File: config.mk
export PLATFORM = sky130hd
export DESIGN_NAME = apb_completer
export DESIGN_NICKNAME = d
export VERILOG_FILES = /design/src/rtl/apb_pkg.sv /design/src/rtl/apb_reg_bank.sv /design/src/rtl/apb_completer.sv
export SDC_FILE = /design/constraint.sdc
export NUM_CORES = 1
export LEC_CHECK = 0
export ABC_AREA = 1
export CORE_MARGIN = 4
export CORE_UTILIZATION = 35
export DETAILED_ROUTE_END_ITERATION = 12
export DONT_BUFFER_PORTS = 1
export PLACE_DENSITY = 0.47
export SLEW_MARGIN = 20
export SYNTH_ARGS = -nofsm -noshare
export SYNTH_HDL_FRONTEND = slang
export SYNTH_SLANG_ARGS = --single-unit
File: constraint.sdc
create_clock -name clk -period 2.17 [get_ports clk]
set_input_delay 0.1085 -clock clk [delete_from_list [all_inputs] [get_ports clk]]
set_output_delay 0.1085 -clock clk [all_outputs]
set_load 0.005 [all_outputs]
File: src/rtl/apb_pkg.sv
// Shared definitions for the APB completer: FSM state encoding, register
// offsets, reset/default values and the address-error rule.
package apb_pkg;

    // Transfer state: IDLE waits for a setup phase, ACCESS counts wait
    // states and then completes the transfer.
    typedef enum logic {
        ST_IDLE   = 1'b0,
        ST_ACCESS = 1'b1
    } apb_state_e;

    // Byte offsets of the register map.
    localparam logic [7:0] OFF_REG0    = 8'h00;
    localparam logic [7:0] OFF_REG1    = 8'h04;
    localparam logic [7:0] OFF_REG2    = 8'h08;
    localparam logic [7:0] OFF_VERSION = 8'h0C;

    // Default contents of the read-only identification register.
    localparam logic [31:0] VERSION_DEFAULT = 32'h0000_0100;

    // Number of writable registers and width of the wait-state counter.
    localparam int NUM_RW_REGS = 3;
    localparam int CNT_W       = 4;

    // An access errors when it is misaligned, falls past the last register,
    // or tries to write the read-only identification register.
    function automatic logic addr_error(input logic [7:0] addr, input logic write);
        return (addr[1:0] != 2'b00) || (addr > OFF_VERSION) ||
               (write && (addr == OFF_VERSION));
    endfunction

endpackage

File: src/rtl/apb_reg_bank.sv
// Register storage for the APB completer: three byte-strobed RW registers
// plus a read-only identification word, with a zero-latency read mux.
module apb_reg_bank
    import apb_pkg::*;
#(
    parameter logic [31:0] VERSION = VERSION_DEFAULT
) (
    input  logic        clk,
    input  logic        rst_n,
    input  logic        we_i,
    input  logic [1:0]  widx_i,
    input  logic [31:0] wdata_i,
    input  logic [3:0]  wstrb_i,
    input  logic [1:0]  ridx_i,
    output logic [31:0] rdata_o
);

    // Flattened view of the register contents for the read mux.
    logic [NUM_RW_REGS-1:0][31:0] regs_w;

    genvar gi;
    generate
        for (gi = 0; gi < NUM_RW_REGS; gi++) begin : g_reg
            localparam logic [1:0] IDX = 2'(gi);
            logic [31:0] reg_q;
            logic        sel_w;

            assign sel_w      = we_i && (widx_i == IDX);
            assign regs_w[gi] = reg_q;

            // Merge the write data into this register lane by lane.
            always_ff @(posedge clk or negedge rst_n) begin
                if (!rst_n) begin
                    reg_q <= '0;
                end else if (sel_w) begin
                    for (int b = 0; b < 4; b++) begin
                        if (wstrb_i[b]) begin
                            reg_q[b*8 +: 8] <= wdata_i[b*8 +: 8];
                        end
                    end
                end
            end
        end
    endgenerate

    // Select the addressed word; index 3 is the identification register.
    always_comb begin
        rdata_o = '0;
        case (ridx_i)
            2'd0:    rdata_o = regs_w[0];
            2'd1:    rdata_o = regs_w[1];
            2'd2:    rdata_o = regs_w[2];
            default: rdata_o = VERSION;
        endcase
    end

endmodule

File: src/rtl/apb_completer.sv
// APB completer: two-state transfer FSM with a programmable number of
// access-phase wait states, address error decode and a small register bank.
module apb_completer
    import apb_pkg::*;
#(
    parameter int unsigned WAIT_CYCLES = 0,           // 0..15 wait states
    parameter logic [31:0] VERSION     = VERSION_DEFAULT
) (
    input  logic        clk,
    input  logic        rst_n,
    input  logic        psel,
    input  logic        penable,
    input  logic        pwrite,
    input  logic [7:0]  paddr,
    input  logic [31:0] pwdata,
    input  logic [3:0]  pstrb,
    output logic [31:0] prdata,
    output logic        pready,
    output logic        pslverr
);

    localparam logic [CNT_W-1:0] WAIT_LOAD = CNT_W'(WAIT_CYCLES);

    apb_state_e       state_q;
    logic [CNT_W-1:0] cnt_q;
    logic             pwrite_q;
    logic             err_q;
    logic [1:0]       idx_q;

    logic             we_w;
    logic [31:0]      rdata_w;

    // Transfer FSM: capture the request at setup, count wait states, then
    // complete for exactly one cycle. Dropping psel abandons the transfer.
    always_ff @(posedge clk or negedge rst_n) begin
        if (!rst_n) begin
            state_q  <= ST_IDLE;
            cnt_q    <= '0;
            pwrite_q <= 1'b0;
            err_q    <= 1'b0;
            idx_q    <= '0;
        end else begin
            case (state_q)
                ST_IDLE: begin
                    // penable high without a preceding setup is not a transfer
                    if (psel && !penable) begin
                        state_q  <= ST_ACCESS;
                        cnt_q    <= WAIT_LOAD;
                        pwrite_q <= pwrite;
                        err_q    <= addr_error(paddr, pwrite);
                        idx_q    <= paddr[3:2];
                    end
                end
                ST_ACCESS: begin
                    if (!psel) begin
                        state_q <= ST_IDLE;
                        cnt_q   <= '0;
                    end else if (cnt_q != '0) begin
                        cnt_q <= cnt_q - 1'b1;
                    end else begin
                        state_q <= ST_IDLE;
                    end
                end
                default: begin
                    state_q <= ST_IDLE;
                    cnt_q   <= '0;
                end
            endcase
        end
    end

    // Completion comes from registered state only, so bus inputs never
    // reach pready combinationally.
    assign pready = (state_q == ST_ACCESS) && (cnt_q == '0);

    // Commit only a live, error-free write in its completion cycle.
    assign we_w = pready && pwrite_q && !err_q && psel && penable;

    // Response data and error are forced to zero outside the completion cycle.
    assign pslverr = pready && err_q;
    assign prdata  = (pready && !pwrite_q && !err_q) ? rdata_w : 32'h0;

    apb_reg_bank #(
        .VERSION (VERSION)
    ) u_reg_bank (
        .clk     (clk),
        .rst_n   (rst_n),
        .we_i    (we_w),
        .widx_i  (idx_q),
        .wdata_i (pwdata),
        .wstrb_i (pstrb),
        .ridx_i  (idx_q),
        .rdata_o (rdata_w)
    );

endmodule

Yosys cells after proc, flatten, opt, wreduce, memory -nomap -nowiden. Cells that the tools add are included.

Output and inout port bits: 34. Input bits: 49. Logic and storage cells: 71. Register bits after elaboration: 105.

Order comparisons: 1. Bitwise gates (word level): 1. $add $sub $neg: 1. Multiplexer cells: 10. Equality and inequality tests: 5. Reduce and logical (&&, ||, !) cells: 36.

Operators by type and width (count): 32-bit one-hot mux with 3 select lines (1); 32-bit 2-to-1 mux (1); 2-bit AND reduction (14); 1-bit logical AND (13); 4-bit 2-to-1 mux (3); 8-bit by 4-bit == test with 1-bit output, second input constant (1); 8-bit by 4-bit greater-than comparator with 1-bit output, second input constant (1); 4-bit one-hot mux with 2 select lines (1); 4-bit logical NOT (1); 4-bit nonzero test (1); 4-bit by 1-bit subtractor with 4-bit output, second input constant (1); 1-bit logical NOT (3); 1-bit 2-to-1 mux (3); 3-bit by 2-bit inequality test with 1-bit output, second input constant (1); 2-bit by 1-bit == test with 1-bit output, second input constant (1); 2-bit == test, second input constant (1); 2-bit logical NOT (1); 1-bit logical OR (2); 2-bit inequality test, second input constant (1); 1-bit one-hot mux with 2 select lines (1); 2-bit nonzero test (1); 1-bit inverter (1).

Depth between registers and ports, before layout. Gate-level depths: netlist (run 1).

Depth after elaboration: 8. Depth in mapped cells: 8. Mapped depth without buffers: 7.

Cells and area by module. From an unflattened synthesis (run 1), not the netlist that was laid out.

Cells, all modules: 716. Area total of the unflattened synthesis: 5556.6 um2.

Modules (own cells, without submodules): apb_reg_bank (instances 1, cells each 578, seq. area each 2402.3 um2, area an instance 4709.5 um2); apb_completer (instances 1, cells each 138, seq. area each 225.2 um2, area an instance 847.1 um2).

Worst setup path before layout (run 1). OpenSTA, ideal clock, no wires.

Kind: register -> register. From: register cnt_q[0]. To: register u_reg_bank.g_reg[2].reg_q[10]. Period minus slack after synthesis: 1477 ps. Library setup time: 117 ps. Path buffers: 1. Data arrival time: 1360 ps. Path slack: 693 ps. Cell stages (with the launch flop): 9. Data required time: 2053 ps. Cells stage by stage: dfrtp_1 -> inv_1 -> ha_1 -> nand3_2 -> nor2_4 -> buf_6 -> nand3_2 -> nand2_1 -> nand2_1.

Longest elaborated chain between the ends: 8.

Ends and longest elaborated chain: start: declaration (line apb_completer.sv:25) `logic [CNT_W-1:0] cnt_q;`; start signal: assignment (line apb_completer.sv:59) `cnt_q <= cnt_q - 1'b1;`; 4-bit logical NOT (line apb_completer.sv:74) `assign pready = (state_q == ST_ACCESS) && (cnt_q == '0);`; 1-bit logical AND (line apb_completer.sv:74); 1-bit logical AND (4 in a row) (line apb_completer.sv:77) `assign we_w = pready && pwrite_q && !err_q && psel && penable;`; 1-bit logical AND (line apb_reg_bank.sv:28) `assign sel_w = we_i && (widx_i == IDX);`; 2-bit AND reduction (no line); end signal: indexed assignment (line apb_reg_bank.sv:38) `reg_q[b*8 +: 8] <= wdata_i[b*8 +: 8];`; end: declaration (line apb_reg_bank.sv:25) `logic [31:0] reg_q;`.

Every way passes these cells. A chain may end at the register's enable or synchronous reset.

Worst setup path in the final report (run 1).
From: register cnt_q[0]. To: output prdata[24].

Longest elaborated chain between the ends: 5.

Ends and longest elaborated chain: 4-bit logical NOT (line apb_completer.sv:74); 1-bit logical AND (line apb_completer.sv:74); via pready (line apb_completer.sv:18) `output logic pready,`; 1-bit logical AND (2 in a row) (line apb_completer.sv:81) `assign prdata = (pready && !pwrite_q && !err_q) ? rdata_w : 32'h0;`; 32-bit 2-to-1 mux (line apb_completer.sv:81); end: declaration (line apb_completer.sv:17) `output logic [31:0] prdata,`.

The timed path passes the listed nets, and every way through them passes these cells.

==> results of run 1 <==
per-layer routing:
layer	GRT usage	routed length (um)	vias to the layer above
met5	0	0	-
met4	0.0581	201	0
met3	0.0334	870	12
met2	0.262	6640	135
met1	0.259	7010	2223
li1	-	-	2262
Yosys cell counts:
master,n,area [sq um]
buf_4,2,15.0
nor2_2,1,6.26
clkbuf_1,24,90.1
dfrtp_1,105,2630
nand4_1,97,607
ha_1,1,12.5
a31oi_1,32,200
buf_1,3,11.3
nor2_4,1,11.3
buf_6,10,113
buf_2,8,40.0
nor2_1,14,52.6
nand3_2,6,60.1
inv_1,15,56.3
o21ai_0,6,30.0
nand3_1,12,60.1
a21oi_1,1,5.00
nand2_1,310,1160
power by group:
part / total, uW / switching, uW / internal [uW]
clock network: 1650 / 744 / 909
logic: 944 / 630 / 313
registers: 2070 / 55.6 / 2010
sequential cells by signal, summed over array words and instances (netlist names):
name	cells
u_reg_bank.g.reg_q	96
cnt_q	4
idx_q	2
err_q	1
pwrite_q	1
state_q	1
critical path, delay by kind of cell (launching register included):
kind	cells	cell delay [ns]
adder cells (fa/ha/maj)	1	0.20
AO/OA/AOI/OAI	1	0.21
flip-flops	1	0.41
AND/OR/NAND/NOR	2	0.22
buffers and inverters	4	0.54
repair_timing:
action,CTS,global route
hold endpoints to repair,205,105
setup endpoints to repair,0,11
resized for setup,0,7
cell families after synthesis:
logic type | Yosys count | share of synthesized area
AOI/OAI and AO/OA | 39 | 0.0456
buffers and inverters | 62 | 0.0630
adders and majority gates | 1 | 0.00242
and+or+nand+nor | 441 | 0.380
DFF | 105 | 0.509
through the flow:
| stage | setup WS [ns] | instance area (sq um) |
|---|---|---|
| after global routing | -0.0137 | 6200 |
| final | 0.115 | 6200 |
| after floorplan | 0.693 | 5160 |
| after global placement | 0.275 | 5460 |
| after CTS | 0.0464 | 6140 |
| after detailed placement | 0.216 | 5460 |
final cells by class:
type                            instances  area, sq um
Sequential cell                       105         2630
Clock buffer                           10          239
Timing Repair Buffer                   71          738
Tap cell                              184          230
Multi-Input combinational cell        481         2260
Inverter                               15         56.3
Fill cell                            1466         8280
Clock inverter                          4         45.0
final timing paths:
kind,startpoint,to,slack (ns)
setup / recovery,cnt_q[0],prdata[24],0.12
max in group asynchronous,rst_n,u_reg_bank.g_reg[1].reg_q[25],2.57
setup reg to reg,cnt_q[0],u_reg_bank.g_reg[1].reg_q[25],0.23
min in group clk,paddr[0],err_q,0.04
hold / removal,rst_n,cnt_q[3],-0.56
hold reg to reg,u_reg_bank.g_reg[0].reg_q[28],u_reg_bank.g_reg[0].reg_q[28],0.47
==> metrics.txt, run 1 <==
crit-path most repeated cell inv_1; Fin. Hold Viols 105; most common cell after layout, fill and taps aside nand2_1; slowest stage delay, CP 0.41 ns; crit end category output pin; post-DP HPWL 8380 um; syn nets 698; P_leak 0.00296 uW; power per cell area 752 mW/mm^2; unrepaired setup endpoints after global routing yes; CTS Sinks 105; worst-margin pin slew 0.911 ns; WHS -0.560 ns; Crit Path Class reg -> out; CP arrival 1.95 ns; first-pass GRT wire length 23,500 um; Worst Hold Class in -> async; antenna viol nets, final 0; Post-CTS Setup Bufs 0; Syn. warnings 0; Num CTS Buffers 9; crit-path cells inv_1 -> ha_2 -> nand3_2 -> inv_1 -> nand2_1 -> buf_12 -> a31oi_1 -> buf_4; register area share after synthesis 0.509; Mapped Area 0.00516 sq mm; post-synthesis register bit count 105; synth-to-layout area growth 20.2%; Critical Path RT 2.06 ns; Initial Util 0.356; global-route usage over all layers 0.176; Cell Rows 44; VDD IR-drop max 0.314 mV; wire length per cell 16.9 um; Setup Viol. Count Final 0; Die Ht 129 um; First-pass DRT Iterations 5; number of antenna violations at the first check in global routing 0; # IOs 83; drc violations 0; clk_skew 0.00885 ns; die area 0.0168 sq mm; Startpoint Class register; Final Cycle Share 0.947; final core occ 0.428; core area 0.0145 sq mm; CTS max path bufs 2; Critical-path top delay cell dfrtp_1; H-tree depth 3; # placed instances 815; synthesized instance count 648; DR iter-0 viols 379; f_max 487 MHz; post-synthesis area per instance 7.96 sq um; Reg2Reg Depth 8; Hold-fix buffers, CTS 40; Vias/cell 5.32; Slew Limit Fails 0; setup tns final 0 ns; CP Max Fanout 32; diodes inserted 0; Total Power 4660 uW; vias in the first global route 4,339; worst skew pair latency 0.35 ns; Layout Nets 733; grt ovf 0; Routed WL 14,700 um; Final Non-Filler Cells 870; max_slew headroom 0.390; Max-cap violations 0; Yosys cell types 18; Clock transition at path regs 0.07 ns; CTS tree built; routability cong. 0.782; root buf cell clkbuf_16; largest net degree at the start of global routing 106; share of cells above drive strength 1 0.0918; Final min period 2.05 ns; status complete, but fails checks; commonest cells after routing, fill and taps aside 310 x nand2_1, 104 x dfrtp_1, 97 x nand4_1, 40 x dlygate4sd3_1, 27 x a31oi_1; vias post-DR 4,632; Port Buffer Count 0; failing checks hold timing; Die Wd 129 um
No activity file was read; power rests on OpenSTA's default activity.
==> inputs of run 2 (changes only) <==
==> constraint.sdc (replaced) <==
create_clock -name clk -period 2.36 [get_ports clk]
set_input_delay 0.118 -clock clk [delete_from_list [all_inputs] [get_ports clk]]
set_output_delay 0.118 -clock clk [all_outputs]
set_load 0.005 [all_outputs]
==> run 2 against run 1 <==
The run still ends with hold timing left. Clock power increased by 2%. Worst setup slack improved by 0.020 ns. Die area unchanged. Cell area decreased by 0.24%. Critical endpoint is now u_reg_bank.g_reg[0].reg_q[14]. Largest power group unchanged.
==> metrics.txt, run 2 (synthesis results as in run 1) <==
status complete, but fails checks; failing checks hold timing; Cell Rows 44; drc violations 0; diodes inserted 0; CP arrival 2.52 ns; crit-path cells inv_1 -> ha_2 -> nand3_2 -> nor2_4 -> buf_12 -> buf_4 -> nand4_1 -> dlygate4sd3_1 -> nand2_1; first-pass GRT wire length 24,100 um; P_leak 0.00294 uW; commonest cells after routing, fill and taps aside 310 x nand2_1, 105 x dfrtp_1, 97 x nand4_1, 43 x dlygate4sd3_1, 32 x a31oi_1; Initial Util 0.356; Final Cycle Share 0.943; Clock transition at path regs 0.07 ns; CTS Sinks 105; # placed instances 806; Cell Area, Placed 0.00534 sq mm; most common cell after layout, fill and taps aside nand2_1; WHS -0.547 ns; Layout Nets 731; most flop-heavy register u_reg_bank.g.reg_q; synth-to-layout area growth 19.9%; worst-margin pin slew 0.887 ns; Fin. Hold Viols 105; VDD IR-drop max 0.452 mV; slowest stage delay, CP 0.62 ns; core area 0.0145 sq mm; routability cong. 0.796; Die Wd 129 um; Crit Path Class reg -> reg; setup tns final 0 ns; Startpoint Class register; Num CTS Buffers 9; Slew Limit Fails 0; vias post-DR 4,694; First-pass DRT Iterations 5; Fill cells 1,492; global-route usage over all layers 0.181; Critical-path top delay cell dlygate4sd3_1; CTS tree built; share of cells above drive strength 1 0.0787; DR iter-0 viols 281; Setup Viol. Count Final 0; Top Registers u_reg_bank.g.reg_q x96, cnt_q x4, idx_q x2; max FFs per register 96; post-DP HPWL 8750 um; grt ovf 0; Worst Hold Class in -> async; Vias/cell 5.40; H-tree depth 3; Final Non-Filler Cells 870; worst skew pair latency 0.35 ns; CTS max path bufs 2; die area 0.0168 sq mm; internal power 3090 uW; Net Sw Frac 0.299; # IOs 83; combinational power share 0.185; Hold-fix buffers, CTS 43; Final min period 2.22 ns; vias in the first global route 4,543; Seq pwr share 0.431; wire length per cell 17.2 um; f_max 450 MHz; Max-cap violations 0; crit end category register; antenna viol nets, final 0; root buf cell clkbuf_16; Critical Path RT 2.65 ns; Die Ht 129 um; number of antenna violations at the first check in global routing 0; Design Area, Final 0.00619 sq mm; largest net degree at the start of global routing 106; max_slew headroom 0.407; Port Buffer Count 0; Routed WL 14,900 um; CP Max Fanout 12; unrepaired setup endpoints after global routing no; clk_skew 0.00790 ns; clock network power share 0.384; power per cell area 712 mW/mm^2; Sw Pwr 1310 uW
## run 2: power groups by stage
stage,sequential (uW),combinational [uW],clock (uW)
floorplan,1920,494,0
detailed placement,1940,714,0
global placement,1930,712,0
global route,1910,911,1810
finish,1900,814,1690
CTS,1900,809,1740
## run 2: path summary, 6_finish.rpt
kind / to / cells after the start / slack [ns] / from
setup / recovery: u_reg_bank.g_reg[0].reg_q[14] / 9 / 0.14 / cnt_q[0]
hold / removal: cnt_q[3] / 0 / -0.55 / rst_n
setup reg to reg: u_reg_bank.g_reg[0].reg_q[14] / 9 / 0.14 / cnt_q[0]
hold reg to reg: u_reg_bank.g_reg[2].reg_q[17] / 2 / 0.47 / u_reg_bank.g_reg[2].reg_q[17]
max in group asynchronous: u_reg_bank.g_reg[2].reg_q[29] / 0 / 2.72 / rst_n
min in group clk: cnt_q[3] / 4 / 0.02 / psel
## run 2: critical path: cells and delay by family, from the launching register on
family                     cells  cell delay, ns
DFF                            1            0.40
and+or+nand+nor                4            0.51
adders and majority gates      1            0.21
buffers and inverters          4            1.04
## run 2: layout make-up
type | count | area (sq um) | area share
Clock buffer | 11 | 253 | 0.0408
Clock inverter | 5 | 77.6 | 0.0125
Inverter | 15 | 56.3 | 0.00910
Multi-Input combinational cell | 481 | 2230 | 0.361
Sequential cell | 105 | 2630 | 0.425
Tap cell | 184 | 230 | 0.0372
Timing Repair Buffer | 69 | 709 | 0.115
## run 2: stage by stage
step	utilization	setup WS, ns	power (uW)
2_1_floorplan	-	0.883	2410
3_3_place_gp	0.369	0.449	2640
3_5_place_dp	0.369	0.441	2650
4_1_cts	0.421	0.0539	4450
5_1_grt	0.427	0.00756	4620
6_report	0.427	0.136	4400
## run 2: repair_timing
action | CTS | global route
setup endpoints to repair | 0 | 2
endpoints found under the hold margin | 204 | 105
setup buffers | 0 | 4
gates resized for setup | 0 | 4
## run 2: per-layer routing
metal / vias to the layer above / GRT usage / share of wire
li1: 2254 / - / -
met1: 2311 / 0.252 / 0.47
met2: 119 / 0.281 / 0.46
met3: 10 / 0.0404 / 0.056
met4: 0 / 0.0605 / 0.011
met5: - / 0 / 0
